`src/rtl/mem_fill_responder.sv`:
```
// mem_fill_responder
//   Memory-side responder shared by the I-cache and D-cache. It arbitrates
//   D-cache write-through stores, D-cache fills and I-cache fills. It issues
//   block fills to a fixed-latency pipelined memory. Returned words are passed
//   straight through, tagged with their word index within the block.
//
//   Ports
//     clk, rst_n                  clock (rising edge), async active-low reset
//     ic_req / ic_addr            I-cache fill request (held until its fill_done)
//     dc_req / dc_addr            D-cache fill request (held until its fill_done)
//     dc_wr_req / _addr / _data   D-cache store (held until wr_ack)
//     ic_grant / dc_grant         transaction in progress for that cache
//     fill_valid / fill_data /    returned word, its index and destination
//       fill_word / fill_dst
//     fill_done                   pulse with the last word of a block
//     wr_ack                      pulse in the cycle the store is issued
//     mem_en / mem_wr / mem_addr  memory command (addr/wdata are 0 when idle)
//       / mem_wdata
//     mem_rdata / mem_rvalid      memory read return
module mem_fill_responder #(
  parameter int unsigned MEM_LAT     = 4,
  parameter int unsigned BLOCK_WORDS = 8
) (
  input  logic                           clk,
  input  logic                           rst_n,
  input  logic                           ic_req,
  input  logic [15:0]                    ic_addr,
  input  logic                           dc_req,
  input  logic [15:0]                    dc_addr,
  input  logic                           dc_wr_req,
  input  logic [15:0]                    dc_wr_addr,
  input  logic [15:0]                    dc_wr_data,
  output logic                           ic_grant,
  output logic                           dc_grant,
  output logic                           fill_valid,
  output logic [15:0]                    fill_data,
  output logic [$clog2(BLOCK_WORDS)-1:0] fill_word,
  output logic                           fill_dst,
  output logic                           fill_done,
  output logic                           wr_ack,
  output logic                           mem_en,
  output logic                           mem_wr,
  output logic [15:0]                    mem_addr,
  output logic [15:0]                    mem_wdata,
  input  logic [15:0]                    mem_rdata,
  input  logic                           mem_rvalid
);

  localparam int unsigned WW  = $clog2(BLOCK_WORDS);
  // One extra bit so the issue counter can express "all words issued".
  localparam int unsigned CW  = WW + 1;
  localparam logic [CW-1:0] BW_C   = CW'(BLOCK_WORDS);
  localparam logic [CW-1:0] LAST_C = CW'(BLOCK_WORDS - 1);

  // The design itself never counts latency: data is accepted whenever
  // mem_rvalid arrives. A latency below one cycle cannot be supported.
  if (MEM_LAT < 1) begin : g_mem_lat_invalid
    $error("mem_fill_responder: MEM_LAT must be at least 1");
  end

  typedef enum logic [1:0] {
    IDLE  = 2'd0,
    WRITE = 2'd1,
    FILL  = 2'd2
  } state_t;

  state_t        state_q, state_d;
  logic          dst_q, dst_d;       // 0 = I-cache, 1 = D-cache
  logic [15:0]   addr_q, addr_d;     // block base for fills, byte address for stores
  logic [15:0]   wdata_q, wdata_d;
  logic [CW-1:0] issue_cnt_q, issue_cnt_d;
  logic [CW-1:0] rcv_cnt_q, rcv_cnt_d;

  // State and captured-request registers.
  always_ff @(posedge clk or negedge rst_n) begin
    if (!rst_n) begin
      state_q     <= IDLE;
      dst_q       <= 1'b0;
      addr_q      <= 16'h0000;
      wdata_q     <= 16'h0000;
      issue_cnt_q <= '0;
      rcv_cnt_q   <= '0;
    end else begin
      state_q     <= state_d;
      dst_q       <= dst_d;
      addr_q      <= addr_d;
      wdata_q     <= wdata_d;
      issue_cnt_q <= issue_cnt_d;
      rcv_cnt_q   <= rcv_cnt_d;
    end
  end

  // Arbitration, memory command generation and fill return steering.
  always_comb begin
    state_d     = state_q;
    dst_d       = dst_q;
    addr_d      = addr_q;
    wdata_d     = wdata_q;
    issue_cnt_d = issue_cnt_q;
    rcv_cnt_d   = rcv_cnt_q;

    ic_grant   = 1'b0;
    dc_grant   = 1'b0;
    fill_valid = 1'b0;
    fill_data  = 16'h0000;
    fill_word  = '0;
    fill_dst   = 1'b0;
    fill_done  = 1'b0;
    wr_ack     = 1'b0;
    mem_en     = 1'b0;
    mem_wr     = 1'b0;
    mem_addr   = 16'h0000;
    mem_wdata  = 16'h0000;

    case (state_q)
      IDLE: begin
        issue_cnt_d = '0;
        rcv_cnt_d   = '0;
        // Stores win so write-through data reaches memory before any refill.
        if (dc_wr_req) begin
          state_d = WRITE;
          dst_d   = 1'b1;
          addr_d  = dc_wr_addr;
          wdata_d = dc_wr_data;
        end else if (dc_req) begin
          state_d = FILL;
          dst_d   = 1'b1;
          addr_d  = dc_addr & 16'hFFF0;
        end else if (ic_req) begin
          state_d = FILL;
          dst_d   = 1'b0;
          addr_d  = ic_addr & 16'hFFF0;
        end else begin
          state_d = IDLE;
        end
      end

      WRITE: begin
        dc_grant  = 1'b1;
        mem_en    = 1'b1;
        mem_wr    = 1'b1;
        mem_addr  = addr_q;
        mem_wdata = wdata_q;
        wr_ack    = 1'b1;
        state_d   = IDLE;
      end

      FILL: begin
        ic_grant = ~dst_q;
        dc_grant = dst_q;
        if (issue_cnt_q < BW_C) begin
          mem_en      = 1'b1;
          mem_addr    = addr_q + {{(16 - CW - 1){1'b0}}, issue_cnt_q, 1'b0};
          issue_cnt_d = issue_cnt_q + CW'(1);
        end else begin
          mem_en = 1'b0;
        end
        // Returns may overlap the issue stream when the latency is short;
        // only the receive counter orders the words handed back.
        if (mem_rvalid) begin
          fill_valid = 1'b1;
          fill_data  = mem_rdata;
          fill_word  = rcv_cnt_q[WW-1:0];
          fill_dst   = dst_q;
          if (rcv_cnt_q == LAST_C) begin
            fill_done = 1'b1;
            state_d   = IDLE;
          end else begin
            rcv_cnt_d = rcv_cnt_q + CW'(1);
          end
        end else begin
          fill_valid = 1'b0;
        end
      end

      default: begin
        state_d = IDLE;
      end
    endcase
  end

endmodule
```
`config.mk`:
```
export PLATFORM = sky130hd
export DESIGN_NAME = mem_fill_responder
export DESIGN_NICKNAME = d
export VERILOG_FILES = /design/src/rtl/mem_fill_responder.sv
export SDC_FILE = /design/constraint.sdc
export NUM_CORES = 1
export LEC_CHECK = 0
export BUFFER_PORTS_ARGS = -buffer_cell sky130_fd_sc_hd__buf_2
export CAP_MARGIN = 20
export CORE_AREA = 2 2 87 89
export CTS_CLUSTER_SIZE = 14
export DETAILED_ROUTE_END_ITERATION = 16
export DIE_AREA = 0 0 89 91
export PLACE_DENSITY = 0.72
export SLEW_MARGIN = 20
export SYNTH_ARGS = -nofsm -noshare
export SYNTH_HDL_FRONTEND = slang
export SYNTH_SLANG_ARGS = --single-unit
```
`constraint.sdc`:
```
create_clock -name clk -period 1.95 [get_ports clk]
set_input_delay 0.195 -clock clk [delete_from_list [all_inputs] [get_ports clk]]
set_output_delay 0.195 -clock clk [all_outputs]
set_load 0.02 [all_outputs]
```
==> impl_results.md <==
* Outcome: complete, but fails checks
* Failing checks: setup timing
* FF-to-FF Start: state_q[0]$_DFFE_PN0P_
* CP arrival at 2.16 ns
* Cell area after synthesis at 2940 µm²
* DR DRC count at 0
* Worst Hold Path EP: wdata_q[1]$_DFFE_PN0P_
* DRT Wirelength at 8700 µm
* Buffer depth of the longest clock path at 2
* CTS clk-pin slew, worst paths at 0.08 ns
* HP Start: dc_wr_data[1]
* Reg-to-reg endpoint: rcv_cnt_q[2]$_DFFE_PN0P_
* Cts bufs inserted at 5
* Post-synth EDFFs at 0
* Global-route wire length before repair at 14,200 µm
* Crit Path Max Fanout at 3
* Max Cap Viol at 0
* Vias in the first global route at 3,124
* Worst setup EP type: primary output
* Die area at 8100 µm²
* Final setup viols at 13
* Total GRT Usage at 21.7%
* Total grt overflow at 0
* HPWL Detailed at 6620 µm
* F_max at 425 MHz
* CP Launch Point: issue_cnt_q[0]$_DFFE_PN0P_
* Final period util at 121%
* Die Y-Extent at 91 µm
* Fin Clk Skew at 0.00485 ns
* Largest net degree at the start of global routing at 32
* Initial antenna violation count at 0
* Share of layout cells above drive strength 1 at 42.1%
* Gpl congestion at 0.855
* Area grow syn2layout at 47.3%
* Syn nets at 464
* Async SR Flop Fraction at 100%
* Slew @ Worst Pin at 0.504 ns
* I/O Buffers at 136
* Final #Nets at 629
* I/O pins at 145
* CTS root buffer: clkbuf_8
* H-tree levels at 2
* CP Data Required Time at 1.75 ns
* Sequential element share of the synthesized area at 36.6%
* Netlist cell types at 54
* Yosys warns at 0
* Diode count at 0
* CORE AREA at 7140 µm²
* TritonCTS clock tree: done
* Starting Density at 41.1%
* Vias/cell at 5.07
* Syn avg cell area at 7.98 µm²
* Worst-skew pair later-pin latency at 0.29 ns
* Final Slew Violations at 0
* DR vias at 3,208
* Placed Cells at 616
* Post-Place Worst Slack at -0.158 ns
* Placement Rows at 31
* Fin cells at 633
* Tmin final at 2.36 ns
* DRT iter0 DRCs at 127
* PwrDens at 1300 nW/µm²
* R2R setup slack at 0.38 ns
* RSZ-0062 raised after global routing: yes
* Slew HR at 66.3%
* First drt pass iteration count at 4
* Top FF cell, synth: dfrtp_1
* Synthesized flop and latch total at 43
* Worst Setup Start Kind: register
* LEAKAGE at 2.32 nW
* Critical path class: register to primary output
* Final worst slack at -0.405 ns
* DRT antenna net count at 0
* R2R cell count at 8
* Routed WL per cell at 13.7 µm
* Final core occ at 60.6%
* Syn Inst Count at 368
* Overall power at 5.60 mW
* Final Hold Viols at 0
* Total number of clock tree sinks at 43
* VDD IR max at 638 µV
* Worst hold-check path type: primary input to register
* Die Width at 89 µm
* Hold Path Cell Cnt at 3
==> cell type report <==
type / count / area (µm²)
Fill cell: 656 / 2810
Multi-Input combinational cell: 290 / 1910
Timing Repair Buffer: 182 / 1090
Sequential cell: 43 / 1080
Tap cell: 99 / 124
Clock buffer: 7 / 76.3
Inverter: 11 / 41.3
Clock inverter: 1 / 5.00
==> cells in the mapped netlist, drive strengths merged (3+ instances only) <==
| cell | count | area (µm²) |
|---|---|---|
| nand2 | 85 | 319 |
| dfrtp | 43 | 1080 |
| and3 | 22 | 138 |
| o21ai | 22 | 110 |
| and2 | 21 | 131 |
| a21oi | 17 | 85.1 |
| clkbuf | 15 | 56.3 |
| nor2b | 15 | 93.8 |
| nor2 | 13 | 48.8 |
| inv | 11 | 41.3 |
| nand3 | 11 | 55.1 |
| a211oi | 9 | 67.6 |
| buf | 9 | 56.3 |
| ha | 9 | 113 |
| a31oi | 7 | 43.8 |
| nand2b | 7 | 43.8 |
| a22o | 4 | 35.0 |
| mux2i | 4 | 40.0 |
| a21o | 3 | 22.5 |
| nand4 | 3 | 25.0 |
| o311ai | 3 | 26.3 |
==> metrics by stage <==
| stage | area, µm² | TNS, ns | hold slack, ns |
|---|---|---|---|
| after floorplan | 3000 | -0.254 | -0.101 |
| after global placement | 3970 | -0.514 | 0.155 |
| after detailed placement | 3970 | -0.845 | 0.160 |
| after CTS | 4190 | -3.96 | 0.0722 |
| after global routing | 4320 | -5.25 | 0.0855 |
| final | 4320 | -4.01 | 0.0818 |
==> flip-flops by register name, summed over array words and instances, names as in the netlist <==
register and cells:
addr_q 16, wdata_q 16, issue_cnt_q 4, rcv_cnt_q 4
state_q 2, dst_q 1
==> kinds of logic (layout without fill, tap and decap cells) <==
group	Yosys count	in the layout	share of synthesized area (%)
adder cells (fa/ha/maj)	10	10	4.52
buffers and inverters	35	201	5.24
flip-flops	43	43	36.6
AND/OR/NAND/NOR	188	188	32.1
XOR/XNOR	4	4	1.19
AO/OA/AOI/OAI	84	84	18.9
multiplexers	4	4	1.36
==> power by group <==
group,switching [mW],internal (mW)
Combinational,1.96,1.58
Sequential,0.249,1.27
Clock,0.299,0.252
==> worst max-delay path, cell delays in order (launching register included) <==
cell and delay (ns):
dfrtp_1 0.36, ha_2 0.19, inv_2 0.04, fa_2 0.33
nand2b_4 0.16, a21o_1 0.18, or4_4 0.41, nand3_2 0.09
buf_6 0.11
==> what timing repair did <==
item | in CTS | in global routing
cloned | 0 | 0
endpoints found under the setup margin | 17 | 37
pin swaps | 9 | 10
hold endpoints to repair | 18 | 0
hold buffers | 1 | 0
setup buffers | 4 | 5
resized for setup | 32 | 24
==> placed cells by master (no fill, tap or decap), types with 3 or more instances in the layout <==
cell and instances:
nand3_1 9, dfrtp_1 43, inv_2 3, ha_1 4
nand2_1 85, and2_1 19, a31oi_1 4, clkbuf_8 5
ha_4 4, a22o_1 4, a21o_1 3, and3_1 21
inv_1 8, buf_6 8, a211oi_1 9, nor2b_1 14
buf_4 45, nand2b_1 6, buf_2 127, nor2_1 13
o21ai_0 19, mux2i_1 3, a21oi_1 15, a31oi_2 3
==> routing by layer <==
metal / up-vias / global-route usage, % / share of wire (%)
met1: 1509 / 28.3 / 44
met2: 73 / 37.3 / 51
met3: 7 / 3.91 / 4.4
met5: - / 0 / 0
met4: 0 / 4.48 / 0.82
li1: 1619 / - / -
==> how the worst max path moves through the flow <==
| stage | end | slack [ns] | cells after the start |
|---|---|---|---|
| final | mem_addr[15] | -0.41 | 8 |
| after floorplan | mem_addr[15] | -0.09 | 7 |
| after global routing | mem_addr[15] | -0.48 | 8 |
| after CTS | mem_addr[15] | -0.44 | 8 |
| after detailed placement | mem_addr[11] | -0.16 | 9 |
| after global placement | mem_addr[15] | -0.13 | 8 |
(Power assumes the default switching activity.)
